[src/rtl/regfile_write_arbiter_pkg.sv]
// Shared definitions for the register-file write arbiter: datapath widths,
// the arbitration mode and the registered write command.
package regfile_write_arbiter_pkg;

  localparam int RegAddrWidth = 5;
  localparam int DataWidth    = 32;
  localparam logic [RegAddrWidth-1:0] ZeroReg = 5'd0;

  typedef enum logic {
    ArbNormal,
    ArbStarved
  } arbState_e;

  typedef struct packed {
    logic                    regWrite;
    logic [RegAddrWidth-1:0] writeRegister;
    logic [DataWidth-1:0]    writeData;
  } writeCmd_t;

endpackage

[src/rtl/regfile_write_arbiter_if.sv]
// Bundle of the two writeback request ports and the RegisterFile write port.
// The master side is the requesters/register file, the slave side the arbiter.
interface regfile_write_arbiter_if;
  import regfile_write_arbiter_pkg::*;

  logic                    Valid0;
  logic [RegAddrWidth-1:0] Reg0;
  logic [DataWidth-1:0]    Data0;
  logic                    Ready0;

  logic                    Valid1;
  logic [RegAddrWidth-1:0] Reg1;
  logic [DataWidth-1:0]    Data1;
  logic                    Ready1;

  logic                    RegWrite;
  logic [RegAddrWidth-1:0] WriteRegister;
  logic [DataWidth-1:0]    WriteData;

  modport master (
    output Valid0, Reg0, Data0, Valid1, Reg1, Data1,
    input  Ready0, Ready1, RegWrite, WriteRegister, WriteData
  );

  modport slave (
    input  Valid0, Reg0, Data0, Valid1, Reg1, Data1,
    output Ready0, Ready1, RegWrite, WriteRegister, WriteData
  );

endinterface

[src/rtl/regfile_write_arbiter.sv]
// Shares the RegisterFile write port between the pipeline writeback (port 0,
// fixed priority) and the multi-cycle unit (port 1, bounded starvation).
module regfile_write_arbiter
  import regfile_write_arbiter_pkg::*;
#(
  parameter int MaxWait = 3
) (
  input  logic                    Clk,
  input  logic                    Reset,
  regfile_write_arbiter_if.slave  bus,
  output logic                    Starved
);

  localparam int CntW = $clog2(MaxWait + 1);
  localparam logic [CntW-1:0] MaxCnt = CntW'(MaxWait);

  logic [CntW-1:0] waitCnt_q, waitCnt_d;
  writeCmd_t       cmd_q, cmd_d;
  arbState_e       state;
  logic            xfer0, xfer1;

  // Port 1 gains priority once it has been refused MaxWait cycles in a row.
  assign state = (waitCnt_q == MaxCnt) ? ArbStarved : ArbNormal;

  always_comb begin
    bus.Ready0 = 1'b0;
    bus.Ready1 = 1'b0;
    if (!Reset) begin
      case (state)
        ArbNormal: begin
          bus.Ready0 = 1'b1;
          bus.Ready1 = !bus.Valid0;
        end
        ArbStarved: begin
          bus.Ready0 = !bus.Valid1;
          bus.Ready1 = 1'b1;
        end
        default: begin
          bus.Ready0 = 1'b0;
          bus.Ready1 = 1'b0;
        end
      endcase
    end
  end

  assign xfer0 = bus.Valid0 && bus.Ready0;
  assign xfer1 = bus.Valid1 && bus.Ready1;

  always_comb begin
    waitCnt_d = waitCnt_q;
    if (!bus.Valid1 || xfer1) begin
      waitCnt_d = '0;
    end else if (waitCnt_q != MaxCnt) begin
      waitCnt_d = waitCnt_q + CntW'(1);
    end
  end

  // Idle cycles keep the last address/data and only drop RegWrite;
  // $0 is accepted as a transfer but never raises RegWrite.
  always_comb begin
    cmd_d          = cmd_q;
    cmd_d.regWrite = 1'b0;
    if (xfer0) begin
      cmd_d.regWrite      = (bus.Reg0 != ZeroReg);
      cmd_d.writeRegister = bus.Reg0;
      cmd_d.writeData     = bus.Data0;
    end else if (xfer1) begin
      cmd_d.regWrite      = (bus.Reg1 != ZeroReg);
      cmd_d.writeRegister = bus.Reg1;
      cmd_d.writeData     = bus.Data1;
    end
  end

  always_ff @(posedge Clk) begin
    if (Reset) begin
      waitCnt_q <= '0;
      cmd_q     <= '0;
    end else begin
      waitCnt_q <= waitCnt_d;
      cmd_q     <= cmd_d;
    end
  end

  assign bus.RegWrite      = cmd_q.regWrite;
  assign bus.WriteRegister = cmd_q.writeRegister;
  assign bus.WriteData     = cmd_q.writeData;
  assign Starved           = (state == ArbStarved);

endmodule

[src/flat_wrapper.sv]
// flat-port wrapper written by rule: the top's interface ports become plain ports
module regfile_write_arbiter_flat import regfile_write_arbiter_pkg::*;
#(
  parameter int MaxWait = 3
)
  (Clk, Reset, Starved, bus_Valid0, bus_Reg0, bus_Data0, bus_Valid1, bus_Reg1, bus_Data1, bus_Ready0, bus_Ready1, bus_RegWrite, bus_WriteRegister, bus_WriteData);
  regfile_write_arbiter_if bus_i ();
  input  logic Clk;
  input  logic Reset;
  output logic Starved;
  input wire logic [$bits(bus_i.Valid0)-1:0] bus_Valid0;
  input wire logic [$bits(bus_i.Reg0)-1:0] bus_Reg0;
  input wire logic [$bits(bus_i.Data0)-1:0] bus_Data0;
  input wire logic [$bits(bus_i.Valid1)-1:0] bus_Valid1;
  input wire logic [$bits(bus_i.Reg1)-1:0] bus_Reg1;
  input wire logic [$bits(bus_i.Data1)-1:0] bus_Data1;
  output wire logic [$bits(bus_i.Ready0)-1:0] bus_Ready0;
  output wire logic [$bits(bus_i.Ready1)-1:0] bus_Ready1;
  output wire logic [$bits(bus_i.RegWrite)-1:0] bus_RegWrite;
  output wire logic [$bits(bus_i.WriteRegister)-1:0] bus_WriteRegister;
  output wire logic [$bits(bus_i.WriteData)-1:0] bus_WriteData;
  assign bus_i.Valid0 = bus_Valid0;
  assign bus_i.Reg0 = bus_Reg0;
  assign bus_i.Data0 = bus_Data0;
  assign bus_i.Valid1 = bus_Valid1;
  assign bus_i.Reg1 = bus_Reg1;
  assign bus_i.Data1 = bus_Data1;
  assign bus_Ready0 = bus_i.Ready0;
  assign bus_Ready1 = bus_i.Ready1;
  assign bus_RegWrite = bus_i.RegWrite;
  assign bus_WriteRegister = bus_i.WriteRegister;
  assign bus_WriteData = bus_i.WriteData;
  regfile_write_arbiter #(.MaxWait(MaxWait)) u_core (.Clk(Clk), .Reset(Reset), .bus(bus_i), .Starved(Starved));
endmodule
[config.mk]
export PLATFORM = sky130hd
export DESIGN_NAME = regfile_write_arbiter_flat
export DESIGN_NICKNAME = d
export VERILOG_FILES = /design/src/rtl/regfile_write_arbiter_pkg.sv /design/src/rtl/regfile_write_arbiter_if.sv /design/src/rtl/regfile_write_arbiter.sv /design/src/flat_wrapper.sv
export SDC_FILE = /design/constraint.sdc
export NUM_CORES = 1
export LEC_CHECK = 0
export BUFFER_PORTS_ARGS = -buffer_cell sky130_fd_sc_hd__buf_2
export CAP_MARGIN = 15
export CORE_MARGIN = 5
export CORE_UTILIZATION = 47
export DETAILED_ROUTE_END_ITERATION = 6
export HOLD_SLACK_MARGIN = 0.06
export PLACE_DENSITY = 0.93
export SETUP_SLACK_MARGIN = 0.4
export SYNTH_ARGS = -nofsm -noshare
export SYNTH_HDL_FRONTEND = slang
export SYNTH_SLANG_ARGS = --single-unit
[constraint.sdc]
create_clock -name Clk -period 3 [get_ports Clk]
set_input_delay 0.15 -clock Clk [delete_from_list [all_inputs] [get_ports Clk]]
set_output_delay 0.15 -clock Clk [all_outputs]
set_load 0.05 [all_outputs]
# Word level (Yosys, flattened, before mapping)
# Index checks and enable logic that the tools add are counted.
dict set report word_totals {
  regBits 40
  romBits 0
  latchBits 0
  out_inout_bits 41
  memories 0
  ramBits 0
}
dict set report op_classes {
  shift 0
  n_eq_ne 2
  n_addsub 1
  magnitude_cmp 0
  div_mod_pow 0
  n_reduce_logical 9
  n_mux 7
  bitwise 1
  multipliers 0
}
# op n
set ops {}
lappend ops {{$mux 38} 2}
lappend ops {{$reduce_bool 5->1} 2}
lappend ops {{$pmux 1 s2} 2}
lappend ops {{$mux 1} 3}
lappend ops {{$add 2x1->2 const B} 1}
lappend ops {{$eq 2x2->1 const B} 1}
lappend ops {{$logic_and 1x1->1} 2}
lappend ops {{$logic_not 1->1} 2}
lappend ops {{$ne 2x2->1 const B} 1}
lappend ops {{$reduce_bool 2->1} 1}
lappend ops {{$reduce_or 2->1} 1}
lappend ops {{$logic_or 1x1->1} 1}
lappend ops {{$not 1->1} 1}

# Logic depth before layout (Yosys ltp)
# Gate-level depths: netlist (run 1).
dict set report depth {
  word_depth 8
  ltp_mapped 7
}

# Worst setup path after synthesis (run 1)
# No wires, ideal clock.
dict set report synth_path {
  path_type {flip-flop to output port}
  startpoint {reg u_core.waitCnt_q[0]}
  endpoint {out bus_Ready1}
  stages_incl_launch_ff 6
  arrival_ns 2.040
  required_time_ns 2.850
  slack_ns 0.810
  cell_sequence {dfxtp_1 -> ha_1 -> and2b_1 -> buf_4 -> buf_4 -> nor2_1}
}
dict set report synth_via {
  elab_chain_cells 5
}
# element line_no
set synth_lines {}
lappend synth_lines {{start, declared} regfile_write_arbiter.sv:17} ;# logic [CntW-1:0] waitCnt_q, waitCnt_d;
lappend synth_lines {{start signal, assigned} regfile_write_arbiter.sv:79} ;# waitCnt_q <= waitCnt_d;
lappend synth_lines {{$eq 2x2->1 *} regfile_write_arbiter.sv:23} ;# assign state = (waitCnt_q == MaxCnt) ? ArbStarved : ArbNormal;
lappend synth_lines {{$mux 1 *} regfile_write_arbiter.sv:23}
lappend synth_lines {{net Starved} flat_wrapper.sv:10} ;# output logic Starved;
lappend synth_lines {{$not 1->1} regfile_write_arbiter.sv:29} ;# case (state)
lappend synth_lines {{$pmux 1 s2 *} regfile_write_arbiter.sv:29}
lappend synth_lines {{$mux 1 *} regfile_write_arbiter.sv:28} ;# if (!Reset) begin
lappend synth_lines {{end, declared} flat_wrapper.sv:18} ;# output wire logic [$bits(bus_i.Ready1)-1:0] bus_Ready1;
# Mark *: on every way through the listed nets, which the timed path passes. The rest lies on a longest branch.

# Worst setup path in the final report (run 1)
dict set report layout_path {
  startpoint {reg u_core.waitCnt_q[0]}
  endpoint {reg u_core.cmd_q (netlist bit u_core.bus.WriteData[9])}
}
dict set report layout_via {
  elab_chain_cells 7
  elab_cells_between_ends 11
  classes_between {1 x eq/ne; 6 x mux; 1 x bitwise; 3 x reduce/logical}
}
# element line_no
set layout_lines {}
lappend layout_lines {{$eq 2x2->1 *} regfile_write_arbiter.sv:23}
lappend layout_lines {{$mux 1 *} regfile_write_arbiter.sv:23}
lappend layout_lines {{$not 1->1} regfile_write_arbiter.sv:29}
lappend layout_lines {{$pmux 1 s2} regfile_write_arbiter.sv:29}
lappend layout_lines {{$mux 1} regfile_write_arbiter.sv:28}
lappend layout_lines {{$logic_and 1x1->1, on equally long branches} {regfile_write_arbiter.sv:46, regfile_write_arbiter.sv:47}}
lappend layout_lines {{$mux 38 or $reduce_bool 2->1 (tied branches)} n/a}
lappend layout_lines {{end signal, assigned} regfile_write_arbiter.sv:80} ;# cmd_q <= cmd_d;
lappend layout_lines {{end, declared} regfile_write_arbiter.sv:18} ;# writeCmd_t cmd_q, cmd_d;
# Every way passes the cells marked *; elsewhere a longest branch is shown, timed or not.
# A chain may end at the register's enable or synchronous reset.

==> results of run 1 <==
[area by class of cell]
type / instances / area share [%]
clock buffers: 7 / 3.51
clock inverters: 1 / 1.09
inverters: 2 / 0.274
multi-input cells: 166 / 39.5
flip-flops and latches: 40 / 29.2
well taps: 52 / 2.37
repair buffers: 124 / 24.1
[metrics by stage]
step / std cells / total power [W] / hold slack (ns)
6_report: 392 / 0.00146 / 0.135
5_1_grt: 392 / 0.00152 / 0.137
4_1_cts: 392 / 0.00147 / 0.128
3_5_place_dp: 384 / 0.000990 / 0.442
3_3_place_gp: 384 / 0.000981 / 0.433
2_1_floorplan: 239 / 0.000872 / 0.311
[Yosys cell counts (all sizes together)]
master   n  area [sq um]
dfxtp   40           801
nor3    39           195
a311oi  37           393
nand3   37           185
o21ai   37           185
buf     22           145
clkbuf   9          33.8
ha       2          25.0
inv      2          7.51
mux2i    2          20.0
nand2b   2          12.5
nor2     2          7.51
or4      2          15.0
a21o     1          7.51
and2b    1          7.51
nand2    1          3.75
nor2b    1          6.26
o211ai   1          7.51
xor2     1          8.76
[sequential cells by signal, indices dropped and copies added, names as in the netlist]
signal	cells
u_core.bus.RegWrite	1
u_core.bus.WriteRegister	5
u_core.waitCnt_q	2
u_core.bus.WriteData	32
[cell usage in the layout (no fill, tap or decap), drive strengths merged, types with 2 or more instances in the layout]
master,netlist,routed
nor3,39,39
or4,2,2
nand3,37,37
buf,22,124
a311oi,37,37
mux2i,2,2
ha,2,2
clkbuf,9,7
nor2,2,2
dfxtp,40,40
inv,2,2
o21ai,37,37
nand2b,2,2
[logic make-up (layout without fill, tap and decap cells)]
| kind of cell | count (synthesis) | count (layout) | synth area share, % |
|---|---|---|---|
| AND/OR/NAND/NOR | 85 | 85 | 20.9 |
| multiplexers | 2 | 2 | 0.969 |
| adder cells (fa/ha/maj) | 2 | 2 | 1.21 |
| XOR/XNOR | 1 | 1 | 0.424 |
| buffers and inverters | 33 | 134 | 9.02 |
| AO/OA/AOI/OAI | 76 | 76 | 28.7 |
| flip-flops | 40 | 40 | 38.7 |
[metal layers]
metal  vias up  GRT usage (%)  part of all wire (%)
met5         -              0                     0
met4         0           8.04                   1.7
met3        11           4.02                   8.5
met2       137           36.7                    48
met1      1115           27.2                    41
li1       1120              -                     -
[report_power, final]
group	leakage [nW]	total (W)	internal (W)	switching [W]
clock network	0.0645	0.000481	0.000294	0.000187
logic	0.764	0.000389	0.000116	0.000273
registers	0.331	0.000590	0.000570	0.0000200
total	1.16	0.00146	0.000980	0.000480
[path summary, 6_finish.rpt]
check,from,endpoint,slack (ns),cells past startpoint
setup / recovery,u_core.waitCnt_q[0],u_core.bus.WriteData[9],0.93,5
hold / removal,bus_Data1[17],u_core.bus.WriteData[17],0.14,3
setup reg to reg,u_core.waitCnt_q[0],u_core.bus.WriteData[9],0.93,5
hold reg to reg,u_core.bus.WriteData[10],u_core.bus.WriteData[10],0.51,2
[critical path, stage by stage, from the launching register on]
cell      delay (ns)
dfxtp_1         0.38
ha_1            0.21
nand2b_1        0.51
buf_4           0.39
nand3_1         0.12
a311oi_1        0.34
==> out/results.tsv, run 1 <==
metric	value	unit
track_usage	21.7	%
grt_pass1_vias	2313	
finalWorstSetupSlack	0.928	ns
final_layout_size_suffix_gt1_share	42.9	%
max-clock-path-buffers	2	
antenna_found_initial	0	
firstDrtPassIters	5	
root_buffer	clkbuf_8	
grt_max_degree	42	
ys_seq_elements	40	
hold_class	in -> reg	
drv_slew	0	
layout.nets	419	
cts_sinks	40	
cts-resized-gates	0	
die_area	5820	sq um
place_area	2620	sq um
rows	24	
core_area	4320	sq um
drc	0	
hpwlAfterDp	4.66	mm
finish.instance_area	2740	sq um
p_leak	1.16	nW
grt_setup_unrepaired	false	
cts_made_buffers	5	
start_kind	flip-flop	
arrival	2.25	ns
vias	2383	
fin_util	63.4	%
dieHeight	76.3	microns
gp_congestion	0.812	
skew	0.00404	ns
ant_nets	0	
cp_max_fo	25	
postCtsSetupRepairBufs	0	
wl_per_cell	17.1	microns
area_growth	32.7	%
fin_crit	2.07	ns
postSynthCellCount	239	
synth_area_per_cell	8.65	sq um
io_buffer_count	118	
cts_tree	yes	
multiInputGateArea	1080	sq um
htreeDepth	2	
overflow	0	
initial_core_util	47.8	%
clk_pin_slew	0.08	ns
setup_viol	0	
end_kind	flip-flop	
dr.first_iter.drc_count	161	
synth_warnings	0	
hold_buffers	0	
timing_hold_violations_final	0	
wl	6.69	mm
io_pins	119	
fin_crit_sh	69.1	%
powerDensity	532	nW/um^2
synth_cell_types	24	
ir_drop	0.000275	V
n_antenna_cell	0	
worstPathRequired	3.17	ns
syn_area	2070	sq um
clock_latency	0.29	ns
synth-seq-area-share	38.7	%
setup_tns	0	ns
grt_pass1_wl	10.7	mm
max_freq	483	MHz
status	finished, final reports clean	
vias_per_cell	6.08	
relSlewSlack	39.3	%
crit_type	reg -> reg	
fillerInstances	387	
regArea	801	sq um
drv_cap	0	
dp_worst_setup_slack	0.840	ns
synth_fp_nets	319	
worstMarginPinSlew	0.910	ns
fp.dieW	76.3	microns
Power figures use the tool's default switching activity.
==> run 2, diff against run 1 <==
--- a/config.mk
+++ b/config.mk
@@ -8,10 +8,10 @@
 export BUFFER_PORTS_ARGS = -buffer_cell sky130_fd_sc_hd__buf_2
 export CAP_MARGIN = 15
 export CORE_MARGIN = 5
-export CORE_UTILIZATION = 47
+export CORE_UTILIZATION = 44
 export DETAILED_ROUTE_END_ITERATION = 6
 export HOLD_SLACK_MARGIN = 0.06
-export PLACE_DENSITY = 0.93
+export PLACE_DENSITY = 0.88
 export SETUP_SLACK_MARGIN = 0.4
 export SYNTH_ARGS = -nofsm -noshare
 export SYNTH_HDL_FRONTEND = slang
==> constraint.sdc (replaced) <==
create_clock -name Clk -period 2.05 [get_ports Clk]
set_input_delay 0.1025 -clock Clk [delete_from_list [all_inputs] [get_ports Clk]]
set_output_delay 0.1025 -clock Clk [all_outputs]
set_load 0.05 [all_outputs]
==> out/results.tsv, run 2 (same netlist as run 1, synthesis figures left out) <==
metric	value	unit
grt_max_degree	41	
dieHeight	78.5	microns
drc	0	
wl_per_cell	17.0	microns
drt-met1-wl	2.81	mm
root_buffer	clkbuf_8	
regArea	803	sq um
status	finished, final reports clean	
cts_made_buffers	5	
wl_met2	3.40	mm
gp_congestion	0.759	
postCtsSetupRepairBufs	0	
skew	0.00327	ns
place_area	2660	sq um
largest_reg_flops	32	
rrSetupSlack	0.49	ns
dr.first_iter.drc_count	184	
stdcell_count	398	
grt_pass1_wl	11.0	mm
rows	25	
n_antenna_cell	0	
vias	2403	
holdWs	0.0899	ns
finish.instance_area	2790	sq um
clk_pin_slew	0.08	ns
fin_crit	1.57	ns
cts_sinks	40	
multiInputGateArea	1110	sq um
end_kind	primary output	
timing_hold_violations_final	0	
max_freq	638	MHz
final_layout_size_suffix_gt1_share	45.1	%
start_kind	flip-flop	
routed.top_layer	met4	
setup_tns	0	ns
max-clock-path-buffers	2	
layout_commonest_cell	buf_2	
core_area	4630	sq um
fin_crit_sh	76.4	%
io_buffer_count	118	
worstPathRequired	1.95	ns
powerDensity	712	nW/um^2
ant_nets	0	
relSlewSlack	55.3	%
worstMarginPinSlew	0.669	ns
layout.nets	423	
io_pins	119	
htreeDepth	2	
fin_util	60.2	%
initial_core_util	44.6	%
vias_per_cell	6.04	
fillerInstances	419	
cp_max_fo	38	
overflow	0	
arrival	1.46	ns
placedCellCount	390	
critical-path-slowest-cell	dfxtp_2	
grt_pass1_vias	2398	
antenna_found_initial	0	
dr_wl_met3	496	microns
clock_latency	0.28	ns
final_cell_mix	117 x buf_2, 39 x nor3_1, 38 x dfxtp_1	
ir_drop	0.000458	V
setup_viol	0	
track_usage	21.9	%
cts_tree	yes	
firstDrtPassIters	4	
die_area	6170	sq um
drv_slew	0	
p_leak	1.17	nW
fp.dieW	78.5	microns
hold_class	in -> reg	
grt_setup_unrepaired	true	
area_growth	34.8	%
crit_type	reg -> out	
wl	6.76	mm
max_stage_delay	0.35	ns
cp_cell_sequence	ha_4 -> and2b_1 -> buf_12 -> nor2_4 -> buf_4	
hpwlAfterDp	4.57	mm
drv_cap	0	
[run 2: area by class of cell]
| cell class | count | share of cell area [%] |
|---|---|---|
| clock buffer | 6 | 2.96 |
| clock inverter | 2 | 0.359 |
| inverter | 2 | 0.359 |
| multi-input combinational | 166 | 39.8 |
| sequential | 40 | 28.8 |
| tap | 54 | 2.42 |
| timing repair buffer | 128 | 25.3 |
[run 2: worst paths after layout]
kind                            from                        to  cells after the start
max reg2reg      u_core.waitCnt_q[0]  u_core.bus.WriteData[10]                      6
max              u_core.waitCnt_q[0]                bus_Ready1                      5
min                    bus_Data1[20]  u_core.bus.WriteData[20]                      3
min reg2reg  u_core.bus.WriteData[9]   u_core.bus.WriteData[9]                      2
[run 2: power by group]
part | total, W | internal, W | switching, W | leakage, nW
Combinational | 0.000584 | 0.000179 | 0.000405 | 0.783
Sequential | 0.000863 | 0.000835 | 0.0000284 | 0.332
Clock | 0.000538 | 0.000269 | 0.000269 | 0.0510
[run 2: what timing repair did]
action,CTS,global route
hold buffers,0,0
endpoints found under the hold margin,0,0
resized for setup,3,7
endpoints found under the setup margin,1,37
[run 2: metal layers]
metal | up-vias | track usage, %
met5 | - | 0
met4 | 0 | 5.77
met3 | 6 | 5.62
met2 | 98 | 37.4
met1 | 1163 | 27.1
li1 | 1136 | -
[run 2: critical path, delay by kind of cell, from the launching register on]
family / cells / cell delay [ns]
simple gates: 2 / 0.26
buf+inv: 2 / 0.40
flops: 1 / 0.35
fa+ha+maj: 1 / 0.16
[run 2: through the flow]
stage	power (W)	setup WS, ns
floorplan	0.00128	0.439
global placement	0.00144	0.507
detailed placement	0.00146	0.428
CTS	0.00199	0.425
global route	0.00208	0.391
finish	0.00199	0.483
